==> config.mk <==
export PLATFORM = sky130hd
export DESIGN_NAME = dmem_access_ctrl
export DESIGN_NICKNAME = d
export VERILOG_FILES = /design/src/rtl/dmem_access_ctrl_pkg.sv /design/src/rtl/dmem_access_ctrl_lane_align.sv /design/src/rtl/dmem_access_ctrl.sv
export SDC_FILE = /design/constraint.sdc
export NUM_CORES = 1
export LEC_CHECK = 0
export CAP_MARGIN = 40
export CORE_AREA = 5 5 98 123
export CTS_BUF_LIST = sky130_fd_sc_hd__clkbuf_8
export DETAILED_ROUTE_END_ITERATION = 6
export DIE_AREA = 0 0 103 128
export GPL_TIMING_DRIVEN = 0
export PLACE_DENSITY = 0.87
export SYNTH_ARGS = -nofsm -noshare
export SYNTH_HDL_FRONTEND = slang
export SYNTH_SLANG_ARGS = --single-unit
==> constraint.sdc <==
create_clock -name clk -period 5.9 [get_ports clk]
set_input_delay 0.59 -clock clk [delete_from_list [all_inputs] [get_ports clk]]
set_output_delay 0.59 -clock clk [all_outputs]
set_load 0.01 [all_outputs]
==> src/rtl/dmem_access_ctrl_pkg.sv <==
// Shared definitions for the MEM-stage data-memory access controller:
// opcode constants, FSM state encoding and access-size decode helpers.
package dmem_access_ctrl_pkg;

  localparam logic [5:0] OP_LB  = 6'b100000;
  localparam logic [5:0] OP_LH  = 6'b100001;
  localparam logic [5:0] OP_LW  = 6'b100011;
  localparam logic [5:0] OP_LBU = 6'b100100;
  localparam logic [5:0] OP_LHU = 6'b100101;
  localparam logic [5:0] OP_LWU = 6'b100111;
  localparam logic [5:0] OP_SB  = 6'b101000;
  localparam logic [5:0] OP_SH  = 6'b101001;
  localparam logic [5:0] OP_SW  = 6'b101011;

  typedef enum logic [1:0] {
    ST_IDLE = 2'd0,
    ST_WAIT = 2'd1,
    ST_DONE = 2'd2
  } state_t;

  typedef enum logic [1:0] {
    SZ_BYTE = 2'd0,
    SZ_HALF = 2'd1,
    SZ_WORD = 2'd2
  } size_t;

  typedef struct packed {
    logic  is_mem;
    logic  is_load;
    size_t size;
  } acc_t;

  // Classify an opcode; anything outside the load/store set is not a memory op.
  function automatic acc_t decode_op(input logic [5:0] op);
    acc_t a;
    a.is_mem  = 1'b1;
    a.is_load = 1'b1;
    a.size    = SZ_BYTE;
    case (op)
      OP_LB, OP_LBU: a.size = SZ_BYTE;
      OP_LH, OP_LHU: a.size = SZ_HALF;
      OP_LW, OP_LWU: a.size = SZ_WORD;
      OP_SB: begin a.is_load = 1'b0; a.size = SZ_BYTE; end
      OP_SH: begin a.is_load = 1'b0; a.size = SZ_HALF; end
      OP_SW: begin a.is_load = 1'b0; a.size = SZ_WORD; end
      default: begin a.is_mem = 1'b0; a.is_load = 1'b0; end
    endcase
    return a;
  endfunction

  // Signed loads (LB/LH/LW) have opcode bit 2 clear; the extender uses this.
  function automatic logic is_signed_load(input logic [5:0] op);
    return (op[5:3] == 3'b100) && !op[2];
  endfunction

  // Halves must be 2-byte aligned, words 4-byte aligned.
  function automatic logic misaligned(input size_t sz, input logic [1:0] off);
    case (sz)
      SZ_HALF: return off[0];
      SZ_WORD: return off != 2'b00;
      default: return 1'b0;
    endcase
  endfunction

endpackage

==> src/rtl/dmem_access_ctrl_lane_align.sv <==
// dmem_lane_align: combinational little-endian lane steering. Produces byte
// enables and lane-replicated store data for the request, and right-shifts
// the returned read word so the addressed byte/halfword lands at bit 0.
module dmem_lane_align
  import dmem_access_ctrl_pkg::*;
(
  input  size_t       size,
  input  logic [1:0]  off_req,
  input  logic [31:0] wdata,
  input  logic [1:0]  off_rsp,
  input  logic [31:0] rdata,
  output logic [3:0]  be,
  output logic [31:0] wdata_lane,
  output logic [31:0] rdata_shift
);

  // Byte enables follow access size shifted to the addressed lane.
  always_comb begin
    be = 4'b0000;
    case (size)
      SZ_BYTE: be = 4'b0001 << off_req;
      SZ_HALF: be = 4'b0011 << off_req;
      SZ_WORD: be = 4'b1111;
      default: be = 4'b0000;
    endcase
  end

  // Each lane picks the store byte that would land there for this size.
  for (genvar gi = 0; gi < 4; gi++) begin : g_lane
    assign wdata_lane[8*gi +: 8] = (size == SZ_BYTE) ? wdata[7:0] :
                                   (size == SZ_HALF) ? wdata[8*(gi%2) +: 8] :
                                                       wdata[8*gi +: 8];
  end

  assign rdata_shift = rdata >> {off_rsp, 3'b000};

endmodule

==> src/rtl/dmem_access_ctrl.sv <==
// dmem_access_ctrl: MEM-stage load/store controller. Issues a registered,
// word-aligned, byte-enabled memory request, stalls the pipeline until
// mem_ack, then presents the lane-aligned read word for the load extender.
// Optional ack watchdog enabled by defining DMEM_TIMEOUT_EN.
module dmem_access_ctrl
  import dmem_access_ctrl_pkg::*;
#(
  parameter int TIMEOUT_CYCLES = 64
) (
  input  logic        clk,
  input  logic        reset_n,
  input  logic        req_valid,
  input  logic [5:0]  instruccion,
  input  logic [31:0] addr,
  input  logic [31:0] wdata,
  output logic        mem_req,
  output logic        mem_we,
  output logic [3:0]  mem_be,
  output logic [31:0] mem_addr,
  output logic [31:0] mem_wdata,
  input  logic        mem_ack,
  input  logic [31:0] mem_rdata,
  output logic        stall,
  output logic        ld_valid,
  output logic [31:0] ld_data,
  output logic [5:0]  instruccion_out,
  output logic        addr_err,
  output logic        bus_err
);

  state_t      state_reg, state_next;
  acc_t        acc;
  logic        mis;
  logic        accept;
  logic        tmo_hit;
  logic [3:0]  be_lane;
  logic [31:0] wdata_lane;
  logic [31:0] rdata_shift;

  logic        mem_req_reg, mem_we_reg;
  logic [3:0]  mem_be_reg;
  logic [31:0] mem_addr_reg, mem_wdata_reg, ld_data_reg;
  logic [1:0]  off_reg;
  logic        is_load_reg;
  logic        ld_valid_reg, bus_err_reg;
  logic [5:0]  instr_reg;

  assign acc = decode_op(instruccion);
  assign mis = misaligned(acc.size, addr[1:0]);

  dmem_lane_align u_align (
    .size        (acc.size),
    .off_req     (addr[1:0]),
    .wdata       (wdata),
    .off_rsp     (off_reg),
    .rdata       (mem_rdata),
    .be          (be_lane),
    .wdata_lane  (wdata_lane),
    .rdata_shift (rdata_shift)
  );

`ifdef DMEM_TIMEOUT_EN
  logic [31:0] tmo_cnt_reg;

  // Watchdog counts WAIT cycles; restarted each time a request is accepted.
  always_ff @(posedge clk) begin
    if (!reset_n) begin
      tmo_cnt_reg <= '0;
    end else if (accept) begin
      tmo_cnt_reg <= '0;
    end else if (state_reg == ST_WAIT) begin
      tmo_cnt_reg <= tmo_cnt_reg + 32'd1;
    end
  end

  assign tmo_hit = (state_reg == ST_WAIT) && !mem_ack &&
                   (tmo_cnt_reg == 32'(TIMEOUT_CYCLES - 1));
`else
  assign tmo_hit = 1'b0;
`endif

  // State register.
  always_ff @(posedge clk) begin
    if (!reset_n) state_reg <= ST_IDLE;
    else          state_reg <= state_next;
  end

  // Next state, accept/misalign decode and the combinational stall.
  always_comb begin
    state_next = state_reg;
    accept     = 1'b0;
    addr_err   = 1'b0;
    if (reset_n && state_reg == ST_IDLE && req_valid && acc.is_mem) begin
      accept   = !mis;
      addr_err = mis;
    end
    case (state_reg)
      ST_IDLE: if (accept) state_next = ST_WAIT;
      ST_WAIT: if (mem_ack || tmo_hit) state_next = ST_DONE;
      ST_DONE: state_next = ST_IDLE;
      default: state_next = ST_IDLE;
    endcase
    stall = accept || (state_reg == ST_WAIT);
  end

  // Request latch on accept, completion capture on ack or watchdog expiry.
  always_ff @(posedge clk) begin
    if (!reset_n) begin
      mem_req_reg   <= 1'b0;
      mem_we_reg    <= 1'b0;
      mem_be_reg    <= 4'b0000;
      mem_addr_reg  <= '0;
      mem_wdata_reg <= '0;
      ld_data_reg   <= '0;
      off_reg       <= 2'b00;
      is_load_reg   <= 1'b0;
      ld_valid_reg  <= 1'b0;
      bus_err_reg   <= 1'b0;
      instr_reg     <= 6'b000000;
    end else begin
      ld_valid_reg <= 1'b0;
      bus_err_reg  <= 1'b0;
      case (state_reg)
        ST_IDLE: begin
          if (accept) begin
            mem_req_reg   <= 1'b1;
            mem_we_reg    <= !acc.is_load;
            mem_be_reg    <= be_lane;
            mem_addr_reg  <= {addr[31:2], 2'b00};
            mem_wdata_reg <= wdata_lane;
            off_reg       <= addr[1:0];
            is_load_reg   <= acc.is_load;
            instr_reg     <= instruccion;
          end
        end
        ST_WAIT: begin
          if (mem_ack) begin
            mem_req_reg <= 1'b0;
            mem_we_reg  <= 1'b0;
            if (is_load_reg) begin
              ld_data_reg  <= rdata_shift;
              ld_valid_reg <= 1'b1;
            end
          end else if (tmo_hit) begin
            mem_req_reg <= 1'b0;
            mem_we_reg  <= 1'b0;
            bus_err_reg <= 1'b1;
          end
        end
        default: ;
      endcase
    end
  end

  assign mem_req         = mem_req_reg;
  assign mem_we          = mem_we_reg;
  assign mem_be          = mem_be_reg;
  assign mem_addr        = mem_addr_reg;
  assign mem_wdata       = mem_wdata_reg;
  assign ld_data         = ld_data_reg;
  assign ld_valid        = ld_valid_reg;
  assign instruccion_out = instr_reg;
  assign bus_err         = bus_err_reg;

endmodule
; ---- Yosys cells after proc, flatten, opt, wreduce, memory -nomap -nowiden
; Index checks and enable logic that the tools add are counted.
[op_classes]
n_reduce_logical = 19
mul = 0
magnitude_cmp = 0
shifts = 3
bitwise_logic = 0
eq_ne = 14
add_sub_neg = 0
muxes = 21
div_mod_pow = 0
[ops]
columns = operator, count
row1 = == test 6 bit (second input constant), 9
row2 = two-way mux 8 bit, 5
row3 = >> shifter 32 x 5 -> 32 bit, 1
row4 = case mux 4 bit (3 select lines), 1
row5 = AND reduction 3 bit, 3
row6 = OR reduction 9 bit, 1
row7 = two-way mux 1 bit, 8
row8 = case mux 2 bit (2 select lines), 2
row9 = case mux 1 bit (2 select lines), 3
row10 = OR reduction 3 bit, 2
row11 = OR reduction 6 bit, 1
row12 = == test 2 x 1 -> 1 bit (second input constant), 2
row13 = logical NOT 2 bit, 2
row14 = two-way mux 2 bit, 2
row15 = != test 2 bit (second input constant), 2
row16 = AND reduction 2 bit, 2
row17 = nonzero test 2 bit, 2
row18 = << shifter 1 x 2 -> 4 bit (first input constant), 1
row19 = << shifter 2 x 2 -> 4 bit (first input constant), 1
row20 = logical AND 1 bit, 3
row21 = == test 2 bit (second input constant), 1
row22 = logical NOT 1 bit, 2
row23 = logical OR 1 bit, 1
[word_totals]
latch_bits = 0
mem_count = 0
mem_bits_ro = 0
ff_bits = 112
wordCells = 68
input_bits = 106
output_inout_bits = 112
ram_bits = 0

; ---- Depth between registers and ports, before layout
; Gate-level depths: netlist of the first run.
[logic_depth]
ltp_word = 9
depth_mapped = 11
ltp_nobuf = 9

; ---- By module
; From an unflattened synthesis of the first run, not the netlist that was laid out.
[hier_totals]
cells_unflattened = 647
area_unflattened_um2 = 5338.9
[modules_own_cells]
columns = mod, instances, cells_per_inst, area_per_inst_um2
row1 = dmem_access_ctrl, 1, 518, 4261.6
row2 = dmem_lane_align, 1, 129, 1077.3

; ---- Least setup slack after synthesis of the first run
; No wires, ideal clock.
[synth_path]
path_type = input-to-output
startpoint = input port instruccion[5]
endpoint = output port addr_err
required_ns = 5.310
t_arrival_ns = 2.019
stages = 9
setup_slack_ns = 3.291
cell_sequence = nor2b_1 nand4_1 inv_1 ha_1 o21ai_0 a21o_1 buf_2 buf_2 nor2b_1
[synth_via]
elab_chain_len = 6
word_cells_on_any_way = 19
classes_between = eq/ne (11) / mux (4) / reduce/logical (4)
[synth_rtl]
columns = element, line
row1 = from (decl), dmem_access_ctrl.sv:13  ; input logic [5:0] instruccion,
row2 = == test 6 bit, dmem_access_ctrl_pkg.sv:39  ; case (op)
row3 = OR reduction 3 bit (no line), -
row4 = case mux 2 bit (2 select lines), dmem_access_ctrl_pkg.sv:39
row5 = == test 2 bit or == test 2 x 1 -> 1 bit (tied branches), -
row6 = case mux 1 bit (2 select lines), dmem_access_ctrl_pkg.sv:58  ; case (sz)
row7 = two-way mux 1 bit (*), dmem_access_ctrl.sv:93  ; if (reset_n && state_reg == ST_IDLE && req_valid && acc.is_mem) begin
row8 = to (decl), dmem_access_ctrl.sv:27  ; output logic addr_err,
; Every way passes the cells marked *; elsewhere a longest branch is shown, timed or not.

; ---- Worst setup path in the final report of the first run
; Ends and elaborated chain as after synthesis.

==> results of run 1 <==
[routing by layer]
metal	vias up	GRT usage (%)	wire, um	part of all wire [%]
met5	-	0	0	0
li1	2529	-	-	-
met3	48	6.53	1680	9.5
met2	279	46.2	8950	50
met1	2467	28.8	6510	37
met4	0	10.4	593	3.3
[power groups by stage]
stage | clock network (uW) | registers [uW] | logic, uW
2_1_floorplan | 0 | 798 | 68.0
3_3_place_gp | 0 | 793 | 200
3_5_place_dp | 0 | 793 | 203
4_1_cts | 499 | 776 | 204
5_1_grt | 524 | 778 | 218
6_report | 492 | 776 | 205
[worst max-delay path, delay by kind of cell]
family	cells	cell delay, ps
fa+ha+maj	1	180
compound gates	2	260
simple gates	3	760
buf+inv	5	1580
[metrics by stage]
| step | total power [uW] | cell area [um^2] | util (%) | std cells |
|---|---|---|---|---|
| global placement | 993 | 7210 | 66.3 | 945 |
| floorplan | 866 | 4910 | - | 597 |
| CTS | 1480 | 7420 | 68.3 | 961 |
| global route | 1520 | 7420 | 68.3 | 961 |
| detailed placement | 996 | 7210 | 66.3 | 945 |
| finish | 1470 | 7420 | 68.3 | 961 |
[Yosys cell counts, types with 6 or more instances]
cell        n  area share, %
dfxtp_1   112             46
nand2_1    99            7.6
o21ai_0    70            7.1
nand3_1    59            6.0
a21oi_1    52            5.3
clkbuf_1   32            2.5
nor2_1     31            2.4
mux2i_1    25            5.1
a311oi_1   14            2.5
buf_2      14            1.4
mux2_2      9            2.1
nand2b_1    9            1.1
a211oi_1    8            1.2
nor3_1      8           0.82
o211ai_1    8            1.2
buf_4       6           0.92
[path summary, 6_finish.rpt]
| check | from | endpoint | slack [ps] | cells after the start |
|---|---|---|---|---|
| hold reg to reg | ld_data[28] | ld_data[28] | 460 | 2 |
| setup reg to reg | state_reg[1] | ld_data[7] | 4060 | 5 |
| setup / recovery | instruccion[5] | addr_err | 1930 | 11 |
| hold / removal | ld_data[28] | ld_data[28] | 460 | 2 |
[area by class of cell]
type	instances	area (um^2)	area share, %
Buffer	58	288	3.88
Clock buffer	11	151	2.04
Clock inverter	5	63.8	0.859
Inverter	5	18.8	0.253
Multi-Input combinational cell	422	2360	31.8
Sequential cell	112	2240	30.2
Tap cell	135	169	2.28
Timing Repair Buffer	213	2130	28.7
[logic make-up after synthesis]
logic type	count (synthesis)	share of synthesized area (%)
mux	34	7.17
simple gates	217	19.6
other cells	1	0.0765
fa+ha+maj	3	0.766
buf+inv	63	6.25
flops	112	45.7
compound gates	165	20.4
==> run summary, run 1 <==
Status - finished clean
N_diodes - 0
Fmax achieved - 252 MHz
Vias in the first global route - 5286
Hold Vio Cnt, Final - 0
Mapped Avg Cell Area - 8.24 um^2
Count of different cell masters after synthesis - 36
Congestion Overflow GR - 0
Filler cell count - 915
Hpwl dp - 13900 um
Worst skew pair latency - 380 ps
TritonCTS clock tree - done
Clock Sinks - 112
Max Cap Viol - 0
CP max stage cell - clkdlybuf4s50_1
Post-route ant nets - 0
Core ar. - 10900 um^2
Clock power frac - 33.4%
Vias - 5323
Critical Path Fanout Max - 10
Final WS setup - 1930 ps
Crit path largest cell delay - 550 ps
Post-Synthesis Cell Area - 4900 um^2
Gr usage total - 25.9%
Setup TNS - 0 ps
CP cell instances - clkdlybuf4s50_1 > nor2b_1 > nand4_1 > inv_1 > ha_1 > o21ai_0 > a21o_1 > buf_2 > buf_2 > nor2b_1 > clkdlybuf4s50_1
Crit. End Element - primary output
Starting Density - 45.1%
DRT iter0 DRCs - 294
WL final - 17700 um
RSZ-0062 raised after global routing - no
Clock root buffer - clkbuf_8
Crit path kind - input pin to primary output
DRT Pass-1 Iters - 5
Most common cell after layout, fill and taps aside - clkdlybuf4s50_1
IO buf count - 213
Crit path time final - 3970 ps
DIE WIDTH - 103 um
Async S/R FF share, synth - 0%
Synth warnings - 0
Worst Path Required - 5310 ps
Reg power frac - 52.7%
Setup bufs post-CTS - 0
Max Slew Vio Count - 0
Syn Inst Count - 595
CP Data Arrival Time - 3380 ps
Worst-path clk slew - 100 ps
Pwr/cell area - 198 nW/um^2
Slew headroom - 58.1%
First-pass GRT wire length - 26800 um
Residual DRC count - 0
VDD IR max - 0.139 mV
Actual slew at the worst max-slew pin - 628 ps
# setup viols final - 0
Internal power - 1100 uW
Maximum root-to-sink buffer count - 2
Row cnt - 43
RePlAce Congestion - 0.986
Die ar. - 13200 um^2
Setup crit start kind - input pin
# resized after CTS - 0
Most frequent cells in the layout - 213 x clkdlybuf4s50_1, 112 x dfxtp_1, 99 x nand2_1
Count of hold-fix buffers inserted at cts - 0
Largest net degree at the start of global routing - 19
Layout cells sized above 1 - 6.78%
Sw Pwr - 369 uW
FF+latch count, synth - 112
Final Cycle Share - 67.3%
P_leak - 0.00252 uW
H-tree level count - 3
Num ports - 218
Synth-to-Final Area Change - 51.5%
Antenna violations before repair - 0
Logic pwr share - 13.9%
Main synth FF type - dfxtp_1
Net switching fraction of the power - 25.1%
# nets final - 930
Final hold slack - 460 ps
Die height - 128 um
Vias/cell - 5.54
Skew final - 8.44 ps
Pre-CTS setup slack - 1980 ps
Seq/Total Area, Yosys - 45.7%
CTS Buf Count - 9
Number of synthesized flops with an enable pin - 0
WL/cell - 18.5 um
Worst Hold Class - flip-flop to flip-flop
(Power assumes the default switching activity.)
==> inputs of run 2 (changes only) <==
- CORE_AREA: 5 5 98 123 -> 5 5 107 134
- DIE_AREA: 0 0 103 128 -> 0 0 112 139
- PLACE_DENSITY: 0.87 -> 0.77
- clock period: 5.9 -> 3.5 ns (I/O delays scaled with it)
==> run 2 against run 1 <==
  * Worst setup slack worse by 1700 ps
  * First-iteration DRC count rose by 14%
  * Clock-buffer cell count increased by 2
  * Hold slack worse by 120 ps
  * Final cell count up 3.7%
  * Critical path depth increased by 1
  * Combinational power increased by 68%
  * Via count fell by 2.8%
  * Clock skew decreased by 1.4 ps
  * Largest power group unchanged
  * Highest routed layer unchanged
==> run summary, run 2 (synthesis gave the netlist of run 1 again) <==
Largest net degree at the start of global routing - 17 (-2)
Worst Path Required - 3150 ps (-2160 ps)
WL final - 17700 um (-0.13%)
TritonCTS clock tree - done
Post-route ant nets - 0 (unchanged)
DR top layer - met4
Final hold slack - 339 ps (-121 ps)
# setup viols final - 0 (unchanged)
Setup crit start kind - input pin
Most frequent cells in the layout - 213 x clkdlybuf4s50_1, 112 x dfxtp_1, 99 x nand2_1
WL/cell - 17.8 um (-3.7%)
Sw Pwr - 591 uW (+60%)
Max Cap Viol - 0 (unchanged)
CTS Buf Count - 9 (unchanged)
Hold Vio Cnt, Final - 0 (unchanged)
RePlAce Congestion - 0.874 (-11%)
Num ports - 218 (unchanged)
Crit. End Element - primary output
Status - finished clean
Core ar. - 13000 um^2 (+20%)
Antenna violations before repair - 0 (unchanged)
Crit path kind - input pin to primary output
Die ar. - 15600 um^2 (+18%)
DRT iter0 DRCs - 335 (+14%)
Row cnt - 47 (+9.3%)
Power Total - 2560 uW (+73%)
Placed cell count - 981 (+3.8%)
Net switching fraction of the power - 23.1% (-1.9 points)
HP Start - reset_n
RSZ-0062 raised after global routing - no
DIE WIDTH - 112 um (+8.7%)
Final Cycle Share - 94.0%
P_leak - 0.00254 uW (+0.83%)
Metal3 WL - 1290 um (-23%)
Pre-CTS setup slack - -15.6 ps (-2000 ps)
Starting Density - 37.7% (-7.4 points)
Clock Sinks - 112 (unchanged)
WL met2 - 8680 um (-3.0%)
Worst-path clk slew - 90 ps (about the same)
Worst Hold Class - input pin to flip-flop
Final WS setup - 209 ps (-1720 ps)
VDD IR max - 0.245 mV (+77%)
Worst skew pair latency - 360 ps (-20 ps)
FF-to-FF path depth - 5 (unchanged)
Crit Reg-Reg Endpoint - ld_data[0]
Clock power frac - 35.4% (+2.0 points)
DRT Pass-1 Iters - 5 (unchanged)
N_diodes - 0 (unchanged)
IO buf count - 213 (unchanged)
Max Slew Vio Count - 0 (unchanged)
CP Data Arrival Time - 2940 ps (-440 ps)
Crit path time final - 3290 ps
Fmax achieved - 304 MHz
Synth-to-Final Area Change - 53.1%
Logic pwr share - 13.5% (-0.4 points)
Clock root buffer - clkbuf_8
Count of hold-fix buffers inserted at cts - 0 (unchanged)
Gr usage total - 22.0% (-3.9 points)
Maximum root-to-sink buffer count - 2 (unchanged)
Met1 wire length - 7140 um (+9.7%)
Die height - 139 um (+8.6%)
Slew headroom - 59.0% (+0.89 points)
Reg power frac - 51.2% (-1.5 points)
Vias/cell - 5.19 (-6.3%)
Congestion Overflow GR - 0 (unchanged)
End of the worst hold path - mem_we
Actual slew at the worst max-slew pin - 613 ps (-15.7 ps)
First-pass GRT wire length - 27600 um (+3.3%)
Layout cells sized above 1 - 6.90% (+0.12 points)
Finished Layout Cells - 997 (+3.7%)
R2R Setup Slk - 1700 ps (-2360 ps)
Critical Path Fanout Max - 10 (unchanged)
Reg2reg start - state_reg[1]
Vias in the first global route - 5159 (-2.4%)
Residual DRC count - 0 (unchanged)
Skew final - 7.07 ps (-1.36 ps)
Most common cell after layout, fill and taps aside - clkdlybuf4s50_1
Hpwl dp - 13800 um (-1.0%)
Pwr/cell area - 341 nW/um^2 (+72%)
Worst Hold Depth - 3 (+1)
Vias - 5175 (-2.8%)
Internal power - 1960 uW (+78%)
# nets final - 931 (+0.11%)
H-tree level count - 3 (unchanged)
## run 2: changes by cell type in the layout (fill, tap and decap cells not counted), sizes merged
cell | previous run | this run
buf | 26 | 27
clkbuf | 43 | 45
inv | 6 | 5
bufinv | 1 | 2
clkinvlp | 1 | 0
clkinv | 2 | 0
## run 2: layout make-up
type / instances / area (um^2)
Fill cell: 1215 / 5490
Multi-Input combinational cell: 422 / 2360
Sequential cell: 112 / 2240
Timing Repair Buffer: 214 / 2140
Buffer: 58 / 288
Tap cell: 171 / 214
Clock buffer: 13 / 179
Clock inverter: 2 / 60.1
Inverter: 5 / 18.8
## run 2: routing by layer
metal	track usage [%]	vias up
met5	0	-
met2	38.3	220
met1	26.0	2383
met3	5.89	40
met4	7.97	0
li1	-	2532
## run 2: how the worst max path moves through the flow
| stage | startpoint | to | slack (ps) | cells past startpoint |
|---|---|---|---|---|
| 2_1_floorplan | instruccion[5] | addr_err | 1370 | 9 |
| 3_3_place_gp | instruccion[5] | addr_err | 4 | 10 |
| 3_5_place_dp | instruccion[5] | addr_err | -20 | 10 |
| 4_1_cts | instruccion[5] | addr_err | 90 | 12 |
| 5_1_grt | instruccion[5] | addr_err | 30 | 12 |
| 6_report | instruccion[5] | addr_err | 210 | 12 |
## run 2: what timing repair did
item	4_1_cts	5_1_grt
setup endpoints to repair	1	1
pin swaps	1	0
endpoints found under the hold margin	0	0
resized for setup	0	1
setup buffers	1	0
## run 2: metrics by stage
| stage | utilization, % | area, um^2 | TNS (ps) |
|---|---|---|---|
| after floorplan | - | 4910 | 0 |
| after global placement | 55.8 | 7250 | 0 |
| after detailed placement | 55.8 | 7250 | -15.6 |
| after CTS | 57.7 | 7500 | 0 |
| after global routing | 57.7 | 7500 | 0 |
| final | 57.7 | 7500 | 0 |
## run 2: critical path, stage by stage
cell	delay (ps)
clkdlybuf4s50_1	450
nor2b_2	220
nand3_1	100
nor2_1	160
inv_1	90
ha_1	210
o21ai_0	150
a21o_1	140
buf_2	230
buf_2	270
nor2b_1	70
clkdlybuf4s50_1	500
## run 2: power by group through the flow
stage	Combinational, uW	Sequential [uW]	Clock [uW]
6_report	345	1310	903
5_1_grt	370	1310	973
4_1_cts	344	1310	928
3_5_place_dp	342	1340	0
3_3_place_gp	341	1340	0
2_1_floorplan	115	1350	0
